**config.mk**
```make
export PLATFORM = sky130hd
export DESIGN_NAME = axi_sample_bridge
export DESIGN_NICKNAME = d
export VERILOG_FILES = /design/src/rtl/axi_sample_bridge.sv
export SDC_FILE = /design/constraint.sdc
export NUM_CORES = 1
export LEC_CHECK = 0
export BUFFER_PORTS_ARGS = -buffer_cell sky130_fd_sc_hd__buf_2
export CORE_MARGIN = 2
export CORE_UTILIZATION = 50
export CTS_CLUSTER_DIAMETER = 100
export DETAILED_ROUTE_END_ITERATION = 8
export GPL_TIMING_DRIVEN = 0
export PLACE_DENSITY = 0.88
export SYNTH_ARGS = -nofsm -noshare
export SYNTH_HDL_FRONTEND = slang
export SYNTH_SLANG_ARGS = --single-unit
```
**constraint.sdc**
```tcl
create_clock -name i_clk -period 3.54 [get_ports i_clk]
set_input_delay 0.531 -clock i_clk [delete_from_list [all_inputs] [get_ports i_clk]]
set_output_delay 0.531 -clock i_clk [all_outputs]
set_load 0.05 [all_outputs]
```
**src/rtl/axi_sample_bridge.sv**
```systemverilog
// rtl/axi_sample_bridge.sv - AXI4 slave bridge between the host bus and the FFT sample RAM.
// Writes load RAM samples; reads stream results through a latency-matched skid FIFO.
module axi_sample_bridge #(
   parameter int DATA_WIDTH = 32,
   parameter int ADDR_WIDTH = 12,
   parameter int DEPTH      = 1024,
   parameter int ID_WIDTH   = 2,
   parameter int RAM_RD_LAT = 1,
   localparam int IDX_W     = $clog2(DEPTH),
   localparam int STRB_W    = DATA_WIDTH / 8
) (
   input  logic                  i_clk,
   input  logic                  i_rstn,
   input  logic [ADDR_WIDTH-1:0] i_awaddr,
   input  logic [7:0]            i_awlen,
   input  logic [2:0]            i_awsize,
   input  logic [1:0]            i_awburst,
   input  logic [ID_WIDTH-1:0]   i_awid,
   input  logic                  i_awvalid,
   output logic                  o_awready,
   input  logic [DATA_WIDTH-1:0] i_wdata,
   input  logic [STRB_W-1:0]     i_wstrb,
   input  logic                  i_wlast,
   input  logic                  i_wvalid,
   output logic                  o_wready,
   output logic [ID_WIDTH-1:0]   o_bid,
   output logic [1:0]            o_bresp,
   output logic                  o_bvalid,
   input  logic                  i_bready,
   input  logic [ADDR_WIDTH-1:0] i_araddr,
   input  logic [7:0]            i_arlen,
   input  logic [2:0]            i_arsize,
   input  logic [1:0]            i_arburst,
   input  logic [ID_WIDTH-1:0]   i_arid,
   input  logic                  i_arvalid,
   output logic                  o_arready,
   output logic [DATA_WIDTH-1:0] o_rdata,
   output logic [ID_WIDTH-1:0]   o_rid,
   output logic [1:0]            o_rresp,
   output logic                  o_rlast,
   output logic                  o_rvalid,
   input  logic                  i_rready,
   output logic                  o_ram_we,
   output logic [STRB_W-1:0]     o_ram_be,
   output logic                  o_ram_re,
   output logic [IDX_W-1:0]      o_ram_idx,
   output logic [DATA_WIDTH-1:0] o_ram_wdata,
   input  logic [DATA_WIDTH-1:0] i_ram_rdata,
   input  logic                  i_calc_end,
   output logic                  o_data_loaded,
   output logic                  o_busy
);
   localparam int SH = $clog2(STRB_W);
   localparam int FD = RAM_RD_LAT + 1;
   localparam int CW = $clog2(FD + 1);
   localparam int PW = $clog2(FD);
   localparam logic [1:0] OKAY = 2'b00;
   localparam logic [1:0] SLVERR = 2'b10;

   typedef enum logic [2:0] {IDLE, WR_DATA, WR_RESP, RD_DATA, RD_DRAIN} state_t;
   state_t state, next;

   logic                  calc_done, fixed_q, err_q, loaded_q;
   logic [ID_WIDTH-1:0]   id_q;
   logic [7:0]            len_q, cnt_q;
   logic [IDX_W-1:0]      idx_q, aw_start, ar_start, issue_idx, step;
   logic [1:0]            bresp_q;
   logic [RAM_RD_LAT-1:0] pipe_v, pipe_last;
   logic [CW-1:0]         out_cnt, fcnt;
   logic [PW-1:0]         wp, rp;
   logic [DATA_WIDTH-1:0] fifo_data [FD];
   logic                  fifo_last [FD];
   logic aw_fire, ar_fire, w_fire, w_exit, r_fire, push, credit;
   logic rd_issue, issue_last, issue_err, aw_bad, ar_bad;

   // Out-of-range means the final beat index would fall outside the RAM.
   function automatic logic burst_bad(input logic [ADDR_WIDTH-1:0] addr, input logic [7:0] len,
                                      input logic [2:0] size, input logic [1:0] burst);
      logic [31:0] last_idx;
      last_idx = 32'(addr >> SH) + 32'(len);
      return (size != 3'(SH)) || burst[1] || (last_idx >= 32'(DEPTH));
   endfunction

   function automatic logic [PW-1:0] ptr_inc(input logic [PW-1:0] p);
      return (p == PW'(FD - 1)) ? '0 : p + PW'(1);
   endfunction

   assign aw_start = IDX_W'(i_awaddr >> SH);
   assign ar_start = IDX_W'(i_araddr >> SH);
   assign aw_bad   = burst_bad(i_awaddr, i_awlen, i_awsize, i_awburst);
   assign ar_bad   = burst_bad(i_araddr, i_arlen, i_arsize, i_arburst);
   assign step     = IDX_W'(!fixed_q);

   assign aw_fire = (state == IDLE) && i_awvalid;
   assign ar_fire = (state == IDLE) && !i_awvalid && calc_done && i_arvalid;
   assign w_fire  = (state == WR_DATA) && i_wvalid;
   assign w_exit  = w_fire && (i_wlast || (cnt_q == len_q));
   assign r_fire  = o_rvalid && i_rready;
   assign push    = pipe_v[RAM_RD_LAT-1];

   // Counting the beat popped this cycle as free keeps reads flowing at one beat per cycle.
   assign credit     = (int'(out_cnt) + int'(fcnt) - int'(r_fire)) < FD;
   assign rd_issue   = ar_fire || ((state == RD_DATA) && credit);
   assign issue_last = ar_fire ? (i_arlen == 8'd0) : (cnt_q == len_q);
   assign issue_idx  = ar_fire ? ar_start : idx_q;
   assign issue_err  = ar_fire ? ar_bad : err_q;

   assign o_awready   = (state == IDLE);
   assign o_arready   = (state == IDLE) && calc_done && !i_awvalid;
   assign o_wready    = (state == WR_DATA);
   assign o_bvalid    = (state == WR_RESP);
   assign o_bid       = id_q;
   assign o_bresp     = bresp_q;
   assign o_ram_we    = w_fire && !err_q;
   assign o_ram_be    = o_ram_we ? i_wstrb : '0;
   assign o_ram_wdata = o_ram_we ? i_wdata : '0;
   assign o_ram_re    = rd_issue && !issue_err;
   assign o_ram_idx   = o_ram_we ? idx_q : (o_ram_re ? issue_idx : '0);
   assign o_rvalid    = (fcnt != '0);
   assign o_rdata     = o_rvalid ? fifo_data[rp] : '0;
   assign o_rlast     = o_rvalid && fifo_last[rp];
   assign o_rid       = id_q;
   assign o_rresp     = err_q ? SLVERR : OKAY;
   assign o_data_loaded = loaded_q;
   assign o_busy      = (state != IDLE);

   always_comb begin
      next = state;
      case (state)
         IDLE:     if (aw_fire) next = WR_DATA;
                   else if (ar_fire) next = (i_arlen == 8'd0) ? RD_DRAIN : RD_DATA;
         WR_DATA:  if (w_exit) next = WR_RESP;
         WR_RESP:  if (i_bready) next = IDLE;
         RD_DATA:  if (rd_issue && issue_last) next = RD_DRAIN;
         RD_DRAIN: if (r_fire && o_rlast) next = IDLE;
         default:  next = IDLE;
      endcase
   end

   always_ff @(posedge i_clk or negedge i_rstn) begin
      if (!i_rstn) begin
         state     <= IDLE;
         calc_done <= 1'b0;
         id_q      <= '0;
         len_q     <= '0;
         cnt_q     <= '0;
         idx_q     <= '0;
         fixed_q   <= 1'b0;
         err_q     <= 1'b0;
         bresp_q   <= OKAY;
         loaded_q  <= 1'b0;
         pipe_v    <= '0;
         pipe_last <= '0;
         out_cnt   <= '0;
         fcnt      <= '0;
         wp        <= '0;
         rp        <= '0;
      end else begin
         state <= next;
         if (aw_fire) calc_done <= 1'b0;
         else if (i_calc_end) calc_done <= 1'b1;
         loaded_q <= (state == WR_RESP) && i_bready && (bresp_q == OKAY);
         if (aw_fire) begin
            id_q    <= i_awid;
            len_q   <= i_awlen;
            cnt_q   <= 8'd0;
            idx_q   <= aw_start;
            fixed_q <= (i_awburst == 2'b00);
            err_q   <= aw_bad;
         end else if (ar_fire) begin
            id_q    <= i_arid;
            len_q   <= i_arlen;
            cnt_q   <= 8'd1;
            idx_q   <= ar_start + IDX_W'(i_arburst != 2'b00);
            fixed_q <= (i_arburst == 2'b00);
            err_q   <= ar_bad;
         end else if (w_fire) begin
            cnt_q <= cnt_q + 8'd1;
            idx_q <= idx_q + step;
            if (w_exit)
               bresp_q <= (err_q || (i_wlast != (cnt_q == len_q))) ? SLVERR : OKAY;
         end else if ((state == RD_DATA) && rd_issue) begin
            cnt_q <= cnt_q + 8'd1;
            idx_q <= idx_q + step;
         end
         pipe_v[0]    <= rd_issue;
         pipe_last[0] <= issue_last;
         for (int i = 1; i < RAM_RD_LAT; i++) begin
            pipe_v[i]    <= pipe_v[i-1];
            pipe_last[i] <= pipe_last[i-1];
         end
         out_cnt <= out_cnt + CW'(rd_issue) - CW'(push);
         fcnt    <= fcnt + CW'(push) - CW'(r_fire);
         if (push) wp <= ptr_inc(wp);
         if (r_fire) rp <= ptr_inc(rp);
      end
   end

   always_ff @(posedge i_clk) begin
      if (push) begin
         fifo_data[wp] <= err_q ? '0 : i_ram_rdata;
         fifo_last[wp] <= pipe_last[RAM_RD_LAT-1];
      end
   end
endmodule

```
# Word-level counts from Yosys, hierarchy flattened
# Memories as Yosys holds them, arrays and structs flattened.
# Index checks and enable logic that the tools add are counted.
[totals]
register_bits = 45
latchBits = 0
mem_bits_rw = 66
mem_bits_ro = 0
in_bits = 131
output_inout_bits = 96
word_cells = 131
mem_count = 2
[op_classes]
addsub = 13
mul = 0
n_div = 0
order_cmp = 3
n_eq_ne = 13
n_shift = 0
mux = 40
bitwise = 2
reduce_logical = 42
[mem_list]
columns = ["memory", "depth", "word_bits", "read_ports", "rd_clocked_by_memory_dff", "write_ports", "line_no", "source"]
rows = [
  ["fifo_data", 2, 32, 1, 0, 1, "71", "logic [DATA_WIDTH-1:0] fifo_data [FD];"],
  ["fifo_last", 2, 1, 1, 0, 1, "72", "logic fifo_last [FD];"],
]
[op_table]
columns = ["operator", "count"]
rows = [
  ["$mux W32", 3],
  ["$mux W10", 7],
  ["$mux W8", 6],
  ["$add A10 B8 Y11", 2],
  ["$ge A11 B11 Y1 const B", 2],
  ["$mux W3", 7],
  ["$add A10 B1 Y10", 2],
  ["$logic_and A1 B1 Y1", 18],
  ["$pmux W3 S5", 1],
  ["$mux W1", 11],
  ["$add A8 B1 Y8 const B", 1],
  ["$eq A8 B8 Y1", 1],
  ["$logic_not A8 Y1", 1],
  ["$mux W2", 4],
  ["$reduce_bool A2 Y1", 4],
  ["$logic_or A1 B1 Y1", 7],
  ["$eq A3 B2 Y1 const B", 2],
  ["$logic_not A2 Y1", 3],
  ["$ne A2 B1 Y1 const B", 3],
  ["$ne A3 B2 Y1 const B", 2],
  ["$reduce_and A5 Y1", 1],
  ["$add A2 B1 Y2", 2],
  ["$logic_not A1 Y1", 4],
  ["$lt A4 B3 Y1 const B", 1],
  ["other kinds (15)", 18],
]

# Logic depth before layout (Yosys ltp)
# Gate-level depths: netlist of run 1.
[logic_depth]
depth_word = 11
mapped_depth = 17
depth_no_buf = 17

# Least setup slack after synthesis of run 1
# OpenSTA, ideal clock, no wires.
[synth_path]
path_kind = "register to output"
start = "register fcnt[1]"
end = "output port o_ram_idx[0]"
arrival_ps = 3664
t_required_ps = 3009
path_slack_ps = -655
stages_incl_launch_ff = 14
path_buffers = 0
cell_sequence = "dfrtp_1 -> nor2_1 -> inv_1 -> nand2_1 -> inv_1 -> ha_1 -> inv_1 -> nand2_1 -> fa_1 -> xor2_1 -> a32oi_1 -> o21ai_1 -> a21oi_2 -> a21oi_1"
[synth_between]
elab_chain_cells = 9
word_cells_on_any_way = 10
[synth_lines]
columns = ["item", "line_no", "source"]
rows = [
  ["from (decl)", "69", "logic [CW-1:0] out_cnt, fcnt;"],
  ["from (signal assigned)", "193", "fcnt <= fcnt + CW'(push) - CW'(r_fire);"],
  ["$reduce_bool A2 Y1", "119", "assign o_rvalid = (fcnt != '0);"],
  ["named net o_rvalid", "41", "output logic o_rvalid,"],
  ["$logic_and A1 B1 Y1", "98", "assign r_fire = o_rvalid && i_rready;"],
  ["named net r_fire", "73", "logic aw_fire, ar_fire, w_fire, w_exit, r_fire, push, credit;"],
  ["$sub A3 B1 Y4", "102", "assign credit = (int'(out_cnt) + int'(fcnt) - int'(r_fire)) < FD;"],
  ["$lt A4 B3 Y1", "102", ""],
  ["$logic_and A1 B1 Y1", "103", "assign rd_issue = ar_fire || ((state == RD_DATA) && credit);"],
  ["$logic_or A1 B1 Y1", "103", ""],
  ["$logic_and A1 B1 Y1", "117", "assign o_ram_re = rd_issue && !issue_err;"],
  ["$mux W10 (2 in a row)", "118", "assign o_ram_idx = o_ram_we ? idx_q : (o_ram_re ? issue_idx : '0);"],
  ["to (decl)", "46", "output logic [IDX_W-1:0] o_ram_idx,"],
]
# The timed path passes the listed nets, and every way through them passes these cells.

# Final worst setup path of run 1
[layout_path]
start = "register fcnt[0]"
end = "output port o_ram_re"
[layout_between]
elab_chain_cells = 7
word_cells_on_any_way = 8
[layout_lines]
columns = ["item", "line_no", "source"]
rows = [
  ["$reduce_bool A2 Y1", "119", ""],
  ["$logic_and A1 B1 Y1", "98", ""],
  ["named net r_fire", "73", ""],
  ["$sub A3 B1 Y4", "102", ""],
  ["$lt A4 B3 Y1", "102", ""],
  ["$logic_and A1 B1 Y1", "103", ""],
  ["$logic_or A1 B1 Y1", "103", ""],
  ["$logic_and A1 B1 Y1", "117", ""],
  ["to (decl)", "45", "output logic o_ram_re,"],
]
# The timed path passes the listed nets, and every way through them passes these cells.

==> results.md, run 1 <==
- Post-CTS Hold Buffers: 0
- Final period util: 97.8%
- Via count: 5,415
- WS Path Type: flip-flop to primary output
- Largest net degree at the start of global routing: 45
- Initial core utilization: 51.2%
- Reg2Reg Setup Slack: 0.34 ns
- #FFs+latches synth: 110
- CTS tree: done
- Post-route ant nets: 0
- Slew @ Worst Pin: 1.03 ns
- Iter 0 DRT Violations: 378
- Setup TNS: 0 ns
- Post-synthesis sequential area ratio: 50.2%
- # setup viols final: 0
- All-Layer GR Usage: 24.5%
- CTS H-tree lvls: 3
- Arrival @ worst endpoint: 2.93 ns
- Fmax: 289 MHz
- Vias per Instance: 5.48
- Synth Flop Type: edfxtp_1
- Clock slew at reported path FFs: 0.08 ns
- Post-Syn Instances: 592
- Routed wire length: 16,600 microns
- Avg Inst Size Synth: 10.4 sq um
- Endpoints failing hold: 0
- Die Y: 115 microns
- Layout Skew: 0.00858 ns
- CTS Sinks: 110
- Crit path time final: 3.46 ns
- Clk_lat worst skew: 0.35 ns
- Max-slew violations: 0
- Final Net Count: 997
- Crit path from: fcnt[0]$_DFF_PN0_
- LEAKAGE: 3.81 nW
- Antenna diode count: 0
- First-pass GRT wire length: 25,300 microns
- Post-synth EDFFs: 66
- Root Buffer: clkbuf_16
- Pwr dens: 824 nW/um^2
- GRT Residual Overflow: 0
- FFs w/ async S/R, synth: 40.0%
- Pre-CTS setup slack: -0.422 ns
- TritonCTS buffer count: 9
- HPWL Detailed: 12,300 microns
- Slew HR: 31.3%
- Routability cong.: 0.911
- Cell row count: 40
- Post-route setup slack: 0.0785 ns
- Yosys top cell by area: edfxtp_1
- Die width: 115 microns
- DR pass1 iterations: 6
- Share of cells above drive strength 1: 33.8%
- DRC Markers: 0
- Die Area: 13,200 sq um
- Critical Path Fanout Max: 3
- Reg-to-Reg End: out_cnt[1]$_DFF_PN0_
- Yosys top cell area share: 32.2%
- Core area: 12,000 sq um
- CP endpoint kind: primary output
- Outcome: finished clean
- Number of global-route vias before repair: 5,218
- Worst r2r src: fcnt[0]$_DFF_PN0_
- Initial antenna violation count: 0
- Yosys warns: 0
- Synth-to-layout area growth: 31.0%
- Reg2reg path depth: 19
- Worst Hold Class: input port to async pin
- I/O Buffers: 220
- Critical path required time: 3.01 ns
- Tot Pwr: 6.63 mW
- Io pins: 227
- Longest Clk Path Bufs: 2
- Cell variety after synth: 50
- Drt wl/cell: 16.7 microns
- VDD IR-drop max: 0.356 mV
- Placed cell count: 960
- Maxcap violations: 0
- Post-route non-filler standard cell count: 989
- Startpoint types: flip-flop
- Mapped cell area: 6150 sq um
- Largest cells by area after synthesis: edfxtp_1, dfrtp_1, mux2i_1
==> logic make-up after synthesis <==
family / Yosys count / share of synthesized area, %
AO/OA/AOI/OAI: 90 / 9.73
XOR/XNOR: 30 / 4.28
adder cells (fa/ha/maj): 29 / 6.27
buffers and inverters: 62 / 4.17
flip-flops: 110 / 50.2
multiplexers: 39 / 6.35
other: 1 / 0.0610
AND/OR/NAND/NOR: 231 / 19.0
==> Yosys cell counts, drive strengths merged (2+ instances only) <==
library cell and count:
edfxtp 66, nor2 62, nand2 48, dfrtp 44, and2 40, mux2i 39, nor2b 34, inv 28
a21oi 26, ha 26, clkbuf 25, o21ai 20, xor2 18, nand3 12, xnor2 12, buf 9
a222oi 8, o21a 7, nand4 6, nor3 6, or3 5, a22oi 4, nor4 4, o211ai 4
o22ai 4, o31ai 4, a211oi 3, and3 3, fa 3, nor3b 3, a21boi 2, nand3b 2
nor4b 2
==> metrics by stage <==
stage               hold WS (ns)  util, %  area, sq um
CTS                        0.393     67.2         8070
finish                     0.361     67.1         8050
detailed placement         0.443     62.6         7510
global placement           0.423     62.5         7510
global route               0.412     67.1         8050
floorplan                  0.235        -         6220
==> flip-flops by register name, summed over array words and instances, names as in the netlist, 3 cells and up <==
name / count
state: 3
fifo_data: 64
cnt_q: 8
len_q: 8
idx_q: 10
==> layout make-up <==
type	count	area (sq um)
Buffer	34	151
Clock buffer	9	225
Clock inverter	7	88.8
Fill cell	914	3960
Inverter	28	105
Multi-Input combinational cell	421	2950
Sequential cell	110	3080
Tap cell	147	184
Timing Repair Buffer	233	1270
==> repair_timing <==
action                                  in CTS  in global routing
buffers inserted                            11                  3
pin swaps                                    6                  7
gates resized for setup                     33                  4
endpoints found under the setup margin      12                 11
gates cloned                                 1                  0
==> report_power, final <==
| part | switching [mW] | internal [mW] |
|---|---|---|
| clock network | 0.514 | 0.509 |
| logic | 2.45 | 1.22 |
| registers | 0.226 | 1.71 |
| total | 3.19 | 3.44 |
==> how the worst max path moves through the flow <==
stage / end / cells past startpoint
CTS: o_ram_idx[6] / 16
global placement: o_ram_idx[4] / 14
global route: o_ram_re / 15
finish: o_ram_re / 15
detailed placement: o_ram_idx[4] / 14
floorplan: o_ram_idx[2] / 13
==> layout by cell type, fill, tap and decap left out, types with 25 or more instances in the layout <==
master / n
inv_1: 25
clkbuf_1: 25
mux2i_1: 39
edfxtp_1: 66
nand2_1: 47
and2_1: 39
nor2b_1: 33
nor2_1: 60
dfrtp_1: 44
buf_2: 213
ha_1: 25
==> per-layer routing <==
metal	routed length, microns	vias up	part of all wire (%)	global-route usage (%)
li1	-	2560	-	-
met1	6580	2552	40	31.0
met2	8190	262	49	41.2
met3	1300	41	7.8	5.11
met4	486	0	2.9	9.72
met5	0	-	0	0
==> critical path, cell delays in order (launching register included) <==
cell and delay [ns]:
dfrtp_1 0.41, nor2_4 0.15, inv_2 0.07, nand2_4 0.08, inv_2 0.05, ha_4 0.21
inv_2 0.05, nand2_1 0.07, fa_2 0.38, xor2_2 0.16, a32oi_2 0.25, buf_4 0.18
nor2_1 0.04, nor2_2 0.18, nor2_1 0.10, buf_4 0.21
No activity file was read; power rests on OpenSTA's default activity.
==> inputs of run 2 (changes only) <==
==> config.mk (replaced) <==
export PLATFORM = sky130hd
export DESIGN_NAME = axi_sample_bridge
export DESIGN_NICKNAME = d
export VERILOG_FILES = /design/src/rtl/axi_sample_bridge.sv
export SDC_FILE = /design/constraint.sdc
export NUM_CORES = 1
export LEC_CHECK = 0
export CORE_MARGIN = 2
export CORE_UTILIZATION = 64
export CTS_CLUSTER_DIAMETER = 100
export DETAILED_ROUTE_END_ITERATION = 8
export DONT_BUFFER_PORTS = 1
export GPL_TIMING_DRIVEN = 0
export PLACE_DENSITY = 0.87
export SYNTH_ARGS = -nofsm -noshare
export SYNTH_HDL_FRONTEND = slang
export SYNTH_SLANG_ARGS = --single-unit
==> constraint.sdc (replaced) <==
create_clock -name i_clk -period 3.2 [get_ports i_clk]
set_input_delay 0.48 -clock i_clk [delete_from_list [all_inputs] [get_ports i_clk]]
set_output_delay 0.48 -clock i_clk [all_outputs]
set_load 0.05 [all_outputs]
==> results.md, run 2 (synthesis gave the netlist of run 1 again) <==
- Outcome: complete, but fails checks
- Violated checks: negative setup slack
- Root Buffer: clkbuf_8
- Worst Hold Path EP: calc_done$_DFFE_PN0P_
- Most frequent cells in the layout: edfxtp_1, nor2_1, nand2_1
- Initial core utilization: 66.2%
- GRT Residual Overflow: 0
- CP bufs+invs: 4
- Post-route setup slack: -0.308 ns
- Crit path from: fcnt[0]$_DFF_PN0_
- CTS H-tree lvls: 3
- Cell row count: 35
- P_int: 3.44 mW
- DR pass1 iterations: 5
- Largest regs: fifo_data x64, idx_q x10
- Reg-to-Reg End: out_cnt[1]$_DFF_PN0_
- Final period util: 110%
- First-pass GRT wire length: 23,200 microns
- Routed wire length: 16,000 microns
- I/O Buffers: 0
- Sw frac: 50.7%
- Post-route ant nets: 0
- Startpoint types: flip-flop
- DRC Markers: 0
- Number of global-route vias before repair: 4,410
- Worst Hold Class: input port to flip-flop
- Via count: 4,697
- Min-delay src: i_calc_end
- Arrival @ worst endpoint: 3.03 ns
- CTS Sinks: 110
- Clock group share of total power: 13.0%
- Endpoints failing hold: 0
- Critical path required time: 2.72 ns
- FILL cells: 662
- Drt wl/cell: 21.2 microns
- Clock slew at reported path FFs: 0.11 ns
- Die Y: 102 microns
- Hold path cells: 2
- Reg2Reg Setup Slack: -0.15 ns
- Crit-path max cell delay: 0.44 ns
- All-Layer GR Usage: 30.0%
- Maxcap violations: 0
- Critical Path Fanout Max: 5
- Pre-CTS setup slack: -0.603 ns
- Initial antenna violation count: 0
- Max-slew violations: 0
- Combinational power share: 54.9%
- Max reg flops: 64
- Die width: 102 microns
- Sw power: 3.53 mW
- Fmax: 285 MHz
- Vias per Instance: 6.24
- WS Path Type: flip-flop to primary output
- Final Net Count: 779
- Die Area: 10,400 sq um
- CP endpoint kind: primary output
- Core area: 9280 sq um
- Crit path time final: 3.51 ns
- Routability cong.: 0.983
- Largest net degree at the start of global routing: 45
- Iter 0 DRT Violations: 374
- Pwr dens: 1000 nW/um^2
- Critical path's top delay family: compound AO/OA/AOI/OAI gates
- Tot Pwr: 6.96 mW
- Clk_lat worst skew: 0.37 ns
- Longest Clk Path Bufs: 2
- TritonCTS buffer count: 9
- Slew @ Worst Pin: 1.01 ns
- Slew HR: 32.1%
- Crit-path cells: nor2_4 > inv_6 > nand2_4 > inv_4 > ha_4 > inv_2 > nand2_2 > fa_2 > xor2_2 > a32oi_4 > o21ai_4 > a21oi_4 > buf_12 > a21oi_4
- CTS tree: done
- Most common cell after layout, fill and taps aside: edfxtp_1
- Sequential Power Share: 32.1%
- RSZ-0062 raised after global routing: yes
- Worst path most repeated cell: a21oi_4
- Layout Skew: 0.0133 ns
- Most flops, register: fifo_data
- VDD IR-drop max: 0.442 mV
- HPWL Detailed: 12,000 microns
- Worst r2r src: fcnt[0]$_DFF_PN0_
- Reg2reg path depth: 19
- Share of cells above drive strength 1: 12.8%
- Io pins: 227
- Synth-to-layout area growth: 13.1%
- # setup viols final: 13
- Slowest CP cell: dfrtp_1
- LEAKAGE: 2.86 nW
- Antenna diode count: 0
## run 2: cell types whose count changed in the layout (fill, tap and decap cells not counted), sizes merged
cell / previous run / this run
inv: 30 / 34
clkbuf: 34 / 33
bufinv: 0 / 1
buf: 242 / 24
dlygate4sd3: 0 / 1
clkinv: 5 / 0
## run 2: routing by layer
layer	vias to the layer above	global-route usage, %	wire (microns)
li1	2110	-	-
met1	2257	34.7	5580
met2	291	53.2	8360
met3	39	9.71	1630
met4	0	8.92	415
met5	-	0	0
## run 2: metrics by stage
step	hold WS (ns)	util [%]	TNS, ns	instances	area [sq um]
2_1_floorplan	0.184	-	-1.42	593	6330
3_3_place_gp	0.186	69.9	-5.20	722	6490
3_5_place_dp	0.186	70.1	-6.82	722	6510
4_1_cts	0.223	74.6	-3.07	752	6920
5_1_grt	0.208	74.9	-4.92	753	6950
6_report	0.237	74.9	-3.43	753	6950
## run 2: area by class of cell
| cell class | instances | area [sq um] | area share (%) |
|---|---|---|---|
| clock inverters | 7 | 95.1 | 1.37 |
| repair buffers | 16 | 175 | 2.52 |
| well taps | 129 | 161 | 2.32 |
| clock buffers | 9 | 124 | 1.78 |
| plain buffers | 33 | 150 | 2.16 |
| multi-input cells | 421 | 3050 | 43.9 |
| flip-flops and latches | 110 | 3080 | 44.3 |
| inverters | 28 | 113 | 1.62 |
## run 2: worst max path at each step
stage | end | slack (ns) | depth (start not counted)
after floorplan | o_ram_idx[0] | -0.14 | 13
after global placement | o_ram_idx[4] | -0.48 | 13
after detailed placement | o_ram_idx[2] | -0.60 | 13
after CTS | o_ram_idx[2] | -0.29 | 14
after global routing | o_ram_idx[4] | -0.41 | 14
final | o_ram_idx[2] | -0.31 | 14
## run 2: power groups by stage
| stage | Sequential [mW] | Clock (mW) | Combinational, mW |
|---|---|---|---|
| 6_report | 2.23 | 0.905 | 3.83 |
| 5_1_grt | 2.26 | 0.967 | 4.07 |
| 4_1_cts | 2.22 | 0.914 | 3.74 |
| 3_5_place_dp | 2.25 | 0 | 3.41 |
| 3_3_place_gp | 2.23 | 0 | 3.28 |
| 2_1_floorplan | 2.17 | 0 | 2.89 |
## run 2: repair_timing
| item | in CTS | in global routing |
|---|---|---|
| hold endpoints to repair | 44 | 0 |
| hold buffers | 2 | 0 |
| setup endpoints to repair | 22 | 33 |
| buffers inserted | 11 | 2 |
| pin swaps | 8 | 1 |
| gates resized for setup | 9 | 8 |
| gates cloned | 1 | 0 |
